## src/rtl/pc_sequencer.sv

```systemverilog
// Program-counter sequencer with a LIFO return stack for call/ret.
// Commands use a fixed priority; halt freezes all state until reset.
module pc_sequencer #(
    parameter int unsigned     AW         = 6,
    parameter int unsigned     DEPTH      = 4,
    parameter logic [AW-1:0]   RESET_ADDR = '0
) (
    input  logic                         clk,
    input  logic                         reset,
    input  logic                         stall,
    input  logic                         halt,
    input  logic                         jump,
    input  logic                         branch,
    input  logic                         cond,
    input  logic [AW-1:0]                offset,
    input  logic [AW-1:0]                target,
    input  logic                         call,
    input  logic                         ret,
    output logic [AW-1:0]                pc,
    output logic [$clog2(DEPTH+1)-1:0]   depth,
    output logic                         stack_full,
    output logic                         stack_empty,
    output logic                         stack_err,
    output logic                         halted
);

    localparam int unsigned     DW        = $clog2(DEPTH + 1);
    localparam int unsigned     IW        = (DEPTH > 1) ? $clog2(DEPTH) : 1;
    localparam int unsigned     SLOTS     = 1 << IW;
    localparam logic [DW-1:0]   DEPTH_MAX = DW'(DEPTH);

    typedef enum logic {
        ST_RUN,
        ST_HALT
    } state_t;

    state_t            state;
    state_t            state_next;
    logic              advance;

    logic [AW-1:0]     stack_mem [SLOTS];
    logic [AW-1:0]     pc_next;
    logic [AW-1:0]     pc_inc;
    logic [DW-1:0]     depth_next;
    logic              err_next;
    logic              push_en;
    logic [IW-1:0]     push_idx;
    logic [IW-1:0]     top_idx;

    assign pc_inc      = pc + AW'(1);
    assign stack_full  = (depth == DEPTH_MAX);
    assign stack_empty = (depth == '0);
    // Slot array is rounded up to a power of two so the index width is exact.
    assign push_idx    = depth[IW-1:0];
    assign top_idx     = IW'(depth - DW'(1));

    always_ff @(posedge clk or posedge reset) begin
        if (reset) begin
            state <= ST_RUN;
        end else begin
            state <= state_next;
        end
    end

    always_comb begin
        state_next = state;
        case (state)
            ST_RUN:  if (halt) state_next = ST_HALT;
            ST_HALT: state_next = ST_HALT;
            default: state_next = ST_RUN;
        endcase
    end

    always_comb begin
        halted  = (state == ST_HALT);
        advance = (state == ST_RUN) && !halt && !stall;
    end

    always_comb begin
        pc_next    = pc;
        depth_next = depth;
        err_next   = stack_err;
        push_en    = 1'b0;
        if (advance) begin
            if (ret) begin
                if (stack_empty) begin
                    err_next = 1'b1;
                end else begin
                    pc_next    = stack_mem[top_idx];
                    depth_next = depth - DW'(1);
                end
            end else if (call) begin
                if (stack_full) begin
                    err_next = 1'b1;
                end else begin
                    push_en    = 1'b1;
                    pc_next    = target;
                    depth_next = depth + DW'(1);
                end
            end else if (jump) begin
                pc_next = target;
            end else if (branch && cond) begin
                // Modular add: sign extension of offset is implicit at width AW.
                pc_next = pc + offset;
            end else begin
                pc_next = pc_inc;
            end
        end
    end

    always_ff @(posedge clk or posedge reset) begin
        if (reset) begin
            pc        <= RESET_ADDR;
            depth     <= '0;
            stack_err <= 1'b0;
        end else begin
            pc        <= pc_next;
            depth     <= depth_next;
            stack_err <= err_next;
        end
    end

    always_ff @(posedge clk or posedge reset) begin
        if (reset) begin
            for (int unsigned i = 0; i < SLOTS; i++) begin
                stack_mem[i] <= '0;
            end
        end else if (push_en) begin
            stack_mem[push_idx] <= pc_inc;
        end
    end

endmodule
```

## config.mk

```make
export PLATFORM = sky130hd
export DESIGN_NAME = pc_sequencer
export DESIGN_NICKNAME = d
export VERILOG_FILES = /design/src/rtl/pc_sequencer.sv
export SDC_FILE = /design/constraint.sdc
export NUM_CORES = 1
export LEC_CHECK = 0
export CAP_MARGIN = 20
export CORE_MARGIN = 2
export CORE_UTILIZATION = 39
export DETAILED_ROUTE_END_ITERATION = 7
export RECOVER_POWER = 100
export SKIP_LAST_GASP = 1
export SYNTH_ARGS = -nofsm -noshare
export SYNTH_HDL_FRONTEND = slang
export SYNTH_SLANG_ARGS = --single-unit
```

## constraint.sdc

```tcl
create_clock -name clk -period 2.6 [get_ports clk]
set_clock_uncertainty 0.15 [all_clocks]
set_input_delay 0.52 -clock clk [delete_from_list [all_inputs] [get_ports clk]]
set_output_delay 0.52 -clock clk [all_outputs]
set_load 0.05 [all_outputs]
```

# Word level (Yosys, flattened, before mapping)
# Index checks and enable logic that the tools add are counted.
# op_classes
muxes	26
bitwise	3
add_sub_neg	4
n_reduce_logical	12
n_eq_ne	5
magnitude_cmp	3
# op_table
operator	count
6-bit 2-to-1 mux	9
24-bit bitwise mux	1
6-bit binary-select mux with 2-bit select	1
6-bit demux with 2-bit select	1
3-bit 2-to-1 mux	4
1-bit 2-to-1 mux	9
4-bit AND reduction	2
6-bit by 1-bit adder with 6-bit output, second input constant	1
6-bit adder	1
3-bit >= comparator, second input constant	2
2-bit NOT with 3-bit output	2
1-bit logical AND	4
2-bit inequality test, second input constant	2
2-bit nonzero test	2
3-bit by 1-bit adder with 3-bit output, second input constant	1
3-bit equality test, second input constant	1
3-bit logical NOT	1
3-bit by 1-bit < comparator with 1-bit output, second input constant	1
3-bit inequality test, second input constant	1
3-bit AND reduction	1
3-bit by 1-bit subtractor with 3-bit output, second input constant	1
1-bit logical NOT	2
2-bit by 1-bit inequality test with 1-bit output, second input constant	1
1-bit case mux with 2 select lines	1
1-bit NOT	1
# totals
wordCells	61
out_inout_bits	13
ff_bits	35

# Longest topological paths before layout
# depth
depth_word	7
mapped_depth	9
mapped_depth_nobuf	8

# Least setup slack after synthesis
# Ideal clock, no wire load.
# synth_path
path_type	reg-to-reg
start	register depth[0]
end	register stack_mem[18] (netlist name)
setup_slack_ns	-0.153
synth_period_minus_slack_ns	2.753
path_stages_with_launch	9
arrival_ns	2.450
t_required_ns	2.296
cell_sequence	dfrtp_1 buf_2 inv_1 ha_1 nor2b_1 nand3_1 buf_2 nand2_1 o21ai_0
# synth_between
elab_chain_len	6
elab_cells_between_ends	12
cone_classes	2 x order compare; 1 x eq/ne; 7 x mux; 1 x bitwise; 1 x reduce/logical
# synth_lines
element	line	rtl
from (decl)	20	output logic [$clog2(DEPTH+1)-1:0] depth,
from (signal assigned)	118	depth <= depth_next;
2-bit NOT with 3-bit output (implied by the code)	129	stack_mem[push_idx] <= pc_inc;
3-bit >= comparator (implied by the code) / 3-bit by 1-bit < comparator with 1-bit output (equally long branches)	129	
1-bit logical AND (implied by the code)	129	
6-bit 2-to-1 mux (implied by the code)	129	
6-bit demux with 2-bit select	129	
24-bit bitwise mux	129	
to (signal, indexed assignment)	129	
to (decl)	41	logic [AW-1:0] stack_mem [SLOTS];
# Several ways; a longest one is shown, not always the timed one.
# A chain may end at the register's enable or synchronous reset.

# Final worst setup path
# layout_path
start	input halt
end	register stack_mem[13] (netlist name)
# layout_between
elab_chain_len	4
# layout_lines
element	line	rtl
from (decl)	11	input logic halt,
1-bit logical NOT	76	advance = (state == ST_RUN) && !halt && !stall;
1-bit logical AND (2 in series)	76	
1-bit 2-to-1 mux	84	if (advance) begin
# Every way passes these cells.

==> impl_metrics.prom <==
# TYPE chip_impl_metric gauge
chip_impl_info{name="status",value="finished, final reports clean"} 1
chip_impl_metric{name="layout.filler_cells",unit=""} 506
chip_impl_metric{name="grt_pass1_wl",unit="um"} 7700
chip_impl_metric{name="ir_drop",unit="mV"} 0.197
chip_impl_metric{name="synth_compound_area_share",unit="%"} 14.8
chip_impl_info{name="timing.critical_path.to_type",value="flop"} 1
chip_impl_metric{name="drc_errors",unit=""} 0
chip_impl_metric{name="worstSetupPathDepth",unit=""} 5
chip_impl_metric{name="route.final.wire_length",unit="um"} 4590
chip_impl_metric{name="post_synth_instance_area",unit="um^2"} 2030
chip_impl_metric{name="grt_start_max_net_pins",unit=""} 36
chip_impl_metric{name="worst_skew_pair.late_latency",unit="ns"} 0.29
chip_impl_metric{name="final_routed_wire_length_divided_by_cell_count",unit="um"} 14.5
chip_impl_metric{name="io_buf_count",unit=""} 33
chip_impl_metric{name="dp_slack",unit="ns"} -0.0768
chip_impl_metric{name="fin_ws",unit="ns"} 0.160
chip_impl_metric{name="vias_per_cell",unit=""} 5.03
chip_impl_metric{name="timing.final.hold_violations",unit=""} 0
chip_impl_metric{name="finalNetCount",unit=""} 278
chip_impl_info{name="timing.critical_path.from_type",value="input port"} 1
chip_impl_metric{name="detail-route-antenna-nets",unit=""} 0
chip_impl_metric{name="finalWeightedCongestion",unit=""} 0.765
chip_impl_metric{name="min_path_cells",unit=""} 2
chip_impl_metric{name="timing.critical_path.buf_inv",unit=""} 2
chip_impl_info{name="cp_top_family",value="buffers and inverters"} 1
chip_impl_metric{name="num_antenna_cells",unit=""} 0
chip_impl_metric{name="period_share",unit="%"} 93.8
chip_impl_metric{name="die_w",unit="um"} 76.1
chip_impl_metric{name="avgSynthCellArea",unit="um^2"} 10.1
chip_impl_metric{name="synth-xor-area-share",unit="%"} 4.32
chip_impl_metric{name="die_height",unit="um"} 76.1
chip_impl_info{name="worstHoldPathType",value="reg2reg"} 1
chip_impl_metric{name="drtPass1Iterations",unit=""} 4
chip_impl_metric{name="area_of_the_die",unit="um^2"} 5790
chip_impl_metric{name="p_leak",unit="nW"} 1.14
chip_impl_metric{name="setup_viol_count_final",unit=""} 0
chip_impl_metric{name="final_design_area_no_fill",unit="um^2"} 2550
chip_impl_metric{name="worstRegToRegCells",unit=""} 7
chip_impl_metric{name="power_per_unit_of_standard_cell_area",unit="nW/um^2"} 484
chip_impl_metric{name="fmaxAchievable",unit="MHz"} 410
chip_impl_metric{name="required",unit="ns"} 2.63
chip_impl_metric{name="detail_route.iter0.violations",unit=""} 62
chip_impl_info{name="main_combinational_cell_family_by_area_after_synthesis",value="compound AO/OA/AOI/OAI gates"} 1
chip_impl_info{name="tritoncts",value="done"} 1
chip_impl_metric{name="clkTransAtPathRegs",unit="ns"} 0.07
chip_impl_metric{name="maxSlewViolCount",unit=""} 0
chip_impl_info{name="crit_path_cell_trace",value="dlygate4sd3_1 -> or3_1 -> nor3_1 -> clkbuf_1 -> mux2_2"} 1
chip_impl_metric{name="num_io_pins",unit=""} 34
chip_impl_metric{name="synth_edf_count",unit=""} 0
chip_impl_metric{name="grt.overflow.total",unit=""} 0
chip_impl_metric{name="numCtsBuffers",unit=""} 5
chip_impl_metric{name="via_count",unit=""} 1588
chip_impl_info{name="worstSetupPathType",value="in2reg"} 1
chip_impl_metric{name="synth.mux.area_fraction",unit="%"} 12.0
chip_impl_metric{name="worst-path-max-fanout",unit=""} 11
chip_impl_metric{name="synthCells",unit=""} 201
chip_impl_metric{name="row_count",unit=""} 26
chip_impl_metric{name="ys_warn_count",unit=""} 0
chip_impl_metric{name="post_detail_place_hpwl",unit="um"} 3370
chip_impl_info{name="timing.critical_path.slowest_stage_cell",value="sky130_fd_sc_hd__dlygate4sd3_1"} 1
chip_impl_metric{name="grt_util_all_layers",unit="%"} 17.2
chip_impl_info{name="synth_top_cells_by_count",value="sky130_fd_sc_hd__dfrtp_1, sky130_fd_sc_hd__nand2_1, sky130_fd_sc_hd__a21oi_1, sky130_fd_sc_hd__o21ai_0"} 1
chip_impl_metric{name="resized_cells_post_cts",unit=""} 0
chip_impl_info{name="cts_root_buf",value="sky130_fd_sc_hd__clkbuf_8"} 1
chip_impl_metric{name="largest_buffer_count_on_any_clock_path",unit=""} 2
chip_impl_metric{name="initial_utilization",unit="%"} 39.9
chip_impl_metric{name="synth_async_sr_flop_share",unit="%"} 100
chip_impl_metric{name="share_of_synthesized_area_occupied_by_flip_flops_and_latches",unit="%"} 43.2
chip_impl_metric{name="cts-htree-levels",unit=""} 2
chip_impl_metric{name="cts_post_setup_buffers_inserted",unit=""} 0
chip_impl_metric{name="postSynthNetCount",unit=""} 234
chip_impl_metric{name="tightest_slew",unit="ns"} 0.897
chip_impl_metric{name="antenna_found_initial",unit=""} 0
chip_impl_metric{name="timing.critical_path.slowest_cell_delay",unit="ns"} 0.54
chip_impl_info{name="yosys.cell_count.top_type",value="sky130_fd_sc_hd__dfrtp_1"} 1
chip_impl_metric{name="area_delta_synth_final",unit="%"} 26.1
chip_impl_metric{name="placement.cell_area",unit="um^2"} 2520
chip_impl_metric{name="post_synth_adder_cell_area",unit="%"} 7.78
chip_impl_info{name="rsz_0062_raised_after_global_routing",value="false"} 1
chip_impl_metric{name="ys_seq_elements",unit=""} 35
chip_impl_metric{name="total_power",unit="mW"} 1.24
chip_impl_metric{name="final_layout_size_suffix_gt1_share",unit="%"} 15.0
chip_impl_info{name="synth_top_flop_cell",value="sky130_fd_sc_hd__dfrtp_1"} 1
chip_impl_metric{name="yosys.area_share.simple",unit="%"} 14.5
chip_impl_info{name="rr_endpoint",value="stack_mem[13]"} 1
chip_impl_metric{name="whs",unit="ns"} 0.332
chip_impl_metric{name="synth_cell_type_count",unit=""} 39
chip_impl_metric{name="cap_violations",unit=""} 0
chip_impl_metric{name="portion_of_synthesized_cell_area_occupied_by_the_leading_cell_type",unit="%"} 43.2
chip_impl_info{name="worstReg2RegStart",value="depth[0]"} 1
chip_impl_metric{name="number_of_global_route_vias_before_repair",unit=""} 1544
chip_impl_metric{name="worst-endpoint-arrival",unit="ns"} 2.47
chip_impl_info{name="hold_start",value="stack_mem[22]"} 1
chip_impl_metric{name="post-route-min-period",unit="ns"} 2.44
chip_impl_metric{name="tns",unit="ns"} 0
chip_impl_metric{name="r2r_setup_slack",unit="ns"} 0.31
chip_impl_metric{name="cts-hold-fix-buffers",unit=""} 0
chip_impl_metric{name="std_cell_core_area",unit="um^2"} 5070
chip_impl_info{name="hold_end",value="stack_mem[22]"} 1
chip_impl_info{name="ys_top_cells_by_area",value="sky130_fd_sc_hd__dfrtp_1, sky130_fd_sc_hd__ha_1, sky130_fd_sc_hd__mux4_2"} 1
chip_impl_metric{name="clkSinkCount",unit=""} 35
chip_impl_metric{name="max-slew-margin-rel",unit="%"} 40.2
chip_impl_info{name="synth_area_leader_cell",value="sky130_fd_sc_hd__dfrtp_1"} 1
final cells by class:
cell class	count	area (um^2)	share of cell area, %
clock inverter	3	20.0	0.784
sequential	35	877	34.3
clock buffer	5	68.8	2.69
tap	70	87.6	3.43
multi-input combinational	150	1080	42.2
timing repair buffer	45	393	15.4
inverter	8	30.0	1.18
cells in the final DEF (no fill, tap or decap), types with 2 or more instances in the layout:
cell type	synthesis	routed
sky130_fd_sc_hd__ha_1	11	11
sky130_fd_sc_hd__nand3_1	4	4
sky130_fd_sc_hd__nor3_1	2	2
sky130_fd_sc_hd__a21o_1	2	2
sky130_fd_sc_hd__clkbuf_1	1	4
sky130_fd_sc_hd__dlygate4sd3_1	0	13
sky130_fd_sc_hd__mux2_2	6	6
sky130_fd_sc_hd__inv_1	8	8
sky130_fd_sc_hd__and2_1	2	2
sky130_fd_sc_hd__or2_2	2	2
sky130_fd_sc_hd__nor2b_1	4	4
sky130_fd_sc_hd__a21oi_1	18	18
sky130_fd_sc_hd__nand2_1	23	24
sky130_fd_sc_hd__a211oi_1	5	5
sky130_fd_sc_hd__clkinvlp_4	0	2
sky130_fd_sc_hd__o21ai_0	18	19
sky130_fd_sc_hd__clkbuf_2	0	3
sky130_fd_sc_hd__nor2_1	11	11
sky130_fd_sc_hd__dfrtp_1	35	34
sky130_fd_sc_hd__nand4_1	3	3
sky130_fd_sc_hd__clkdlybuf4s50_1	0	18
sky130_fd_sc_hd__clkbuf_8	0	5
sky130_fd_sc_hd__nor2_2	2	2
sky130_fd_sc_hd__xor2_1	4	4
sky130_fd_sc_hd__xnor2_1	6	6
sky130_fd_sc_hd__buf_4	0	6
sky130_fd_sc_hd__mux4_2	6	6
sky130_fd_sc_hd__mux2i_1	4	4
metal layers:
metal | track usage [%] | vias to the layer above | part of all wire [%]
met5 | 0 | - | 0
met1 | 22.6 | 759 | 49
met2 | 27.3 | 22 | 46
met4 | 6.00 | 0 | 1.5
met3 | 4.98 | 6 | 3.5
li1 | - | 801 | -
cell families (layout without fill, tap and decap cells):
group	after synthesis	in the layout
xor+xnor	10	10
mux	16	16
flops	35	35
fa+ha+maj	12	12
buf+inv	16	61
compound gates	52	52
simple gates	60	60
metrics by stage:
stage,util (%),cells
finish,50.3,316
global route,50.3,316
CTS,51.4,316
detailed placement,49.6,308
global placement,49.6,308
floorplan,-,201
state kept, by name, summed over array words and instances, names as in the netlist:
register	flops
stack_mem	24
pc	6
depth	3
halted	1
stack_err	1
worst max path at each step:
stage	start	to	slack, ns
2_1_floorplan	depth[0]	pc[4]	0.13
3_3_place_gp	offset[0]	pc[2]	-0.02
3_5_place_dp	offset[0]	pc[2]	-0.08
4_1_cts	offset[0]	pc[2]	0.24
5_1_grt	halt	stack_mem[13]	0.08
6_report	halt	stack_mem[13]	0.16
worst register-to-register path, stage by stage, from the launching register on:
cell	delay, ns
sky130_fd_sc_hd__dfrtp_2	0.46
sky130_fd_sc_hd__inv_1	0.13
sky130_fd_sc_hd__ha_1	0.26
sky130_fd_sc_hd__nand2_1	0.14
sky130_fd_sc_hd__inv_1	0.07
sky130_fd_sc_hd__nor3_1	0.18
sky130_fd_sc_hd__clkbuf_1	0.40
sky130_fd_sc_hd__mux2_2	0.39
power breakdown:
part,internal [mW],leakage [nW],switching (mW)
registers,0.558,0.470,0.0208
clock network,0.186,0.0402,0.210
logic,0.111,0.631,0.149
(Power assumes the default switching activity.)
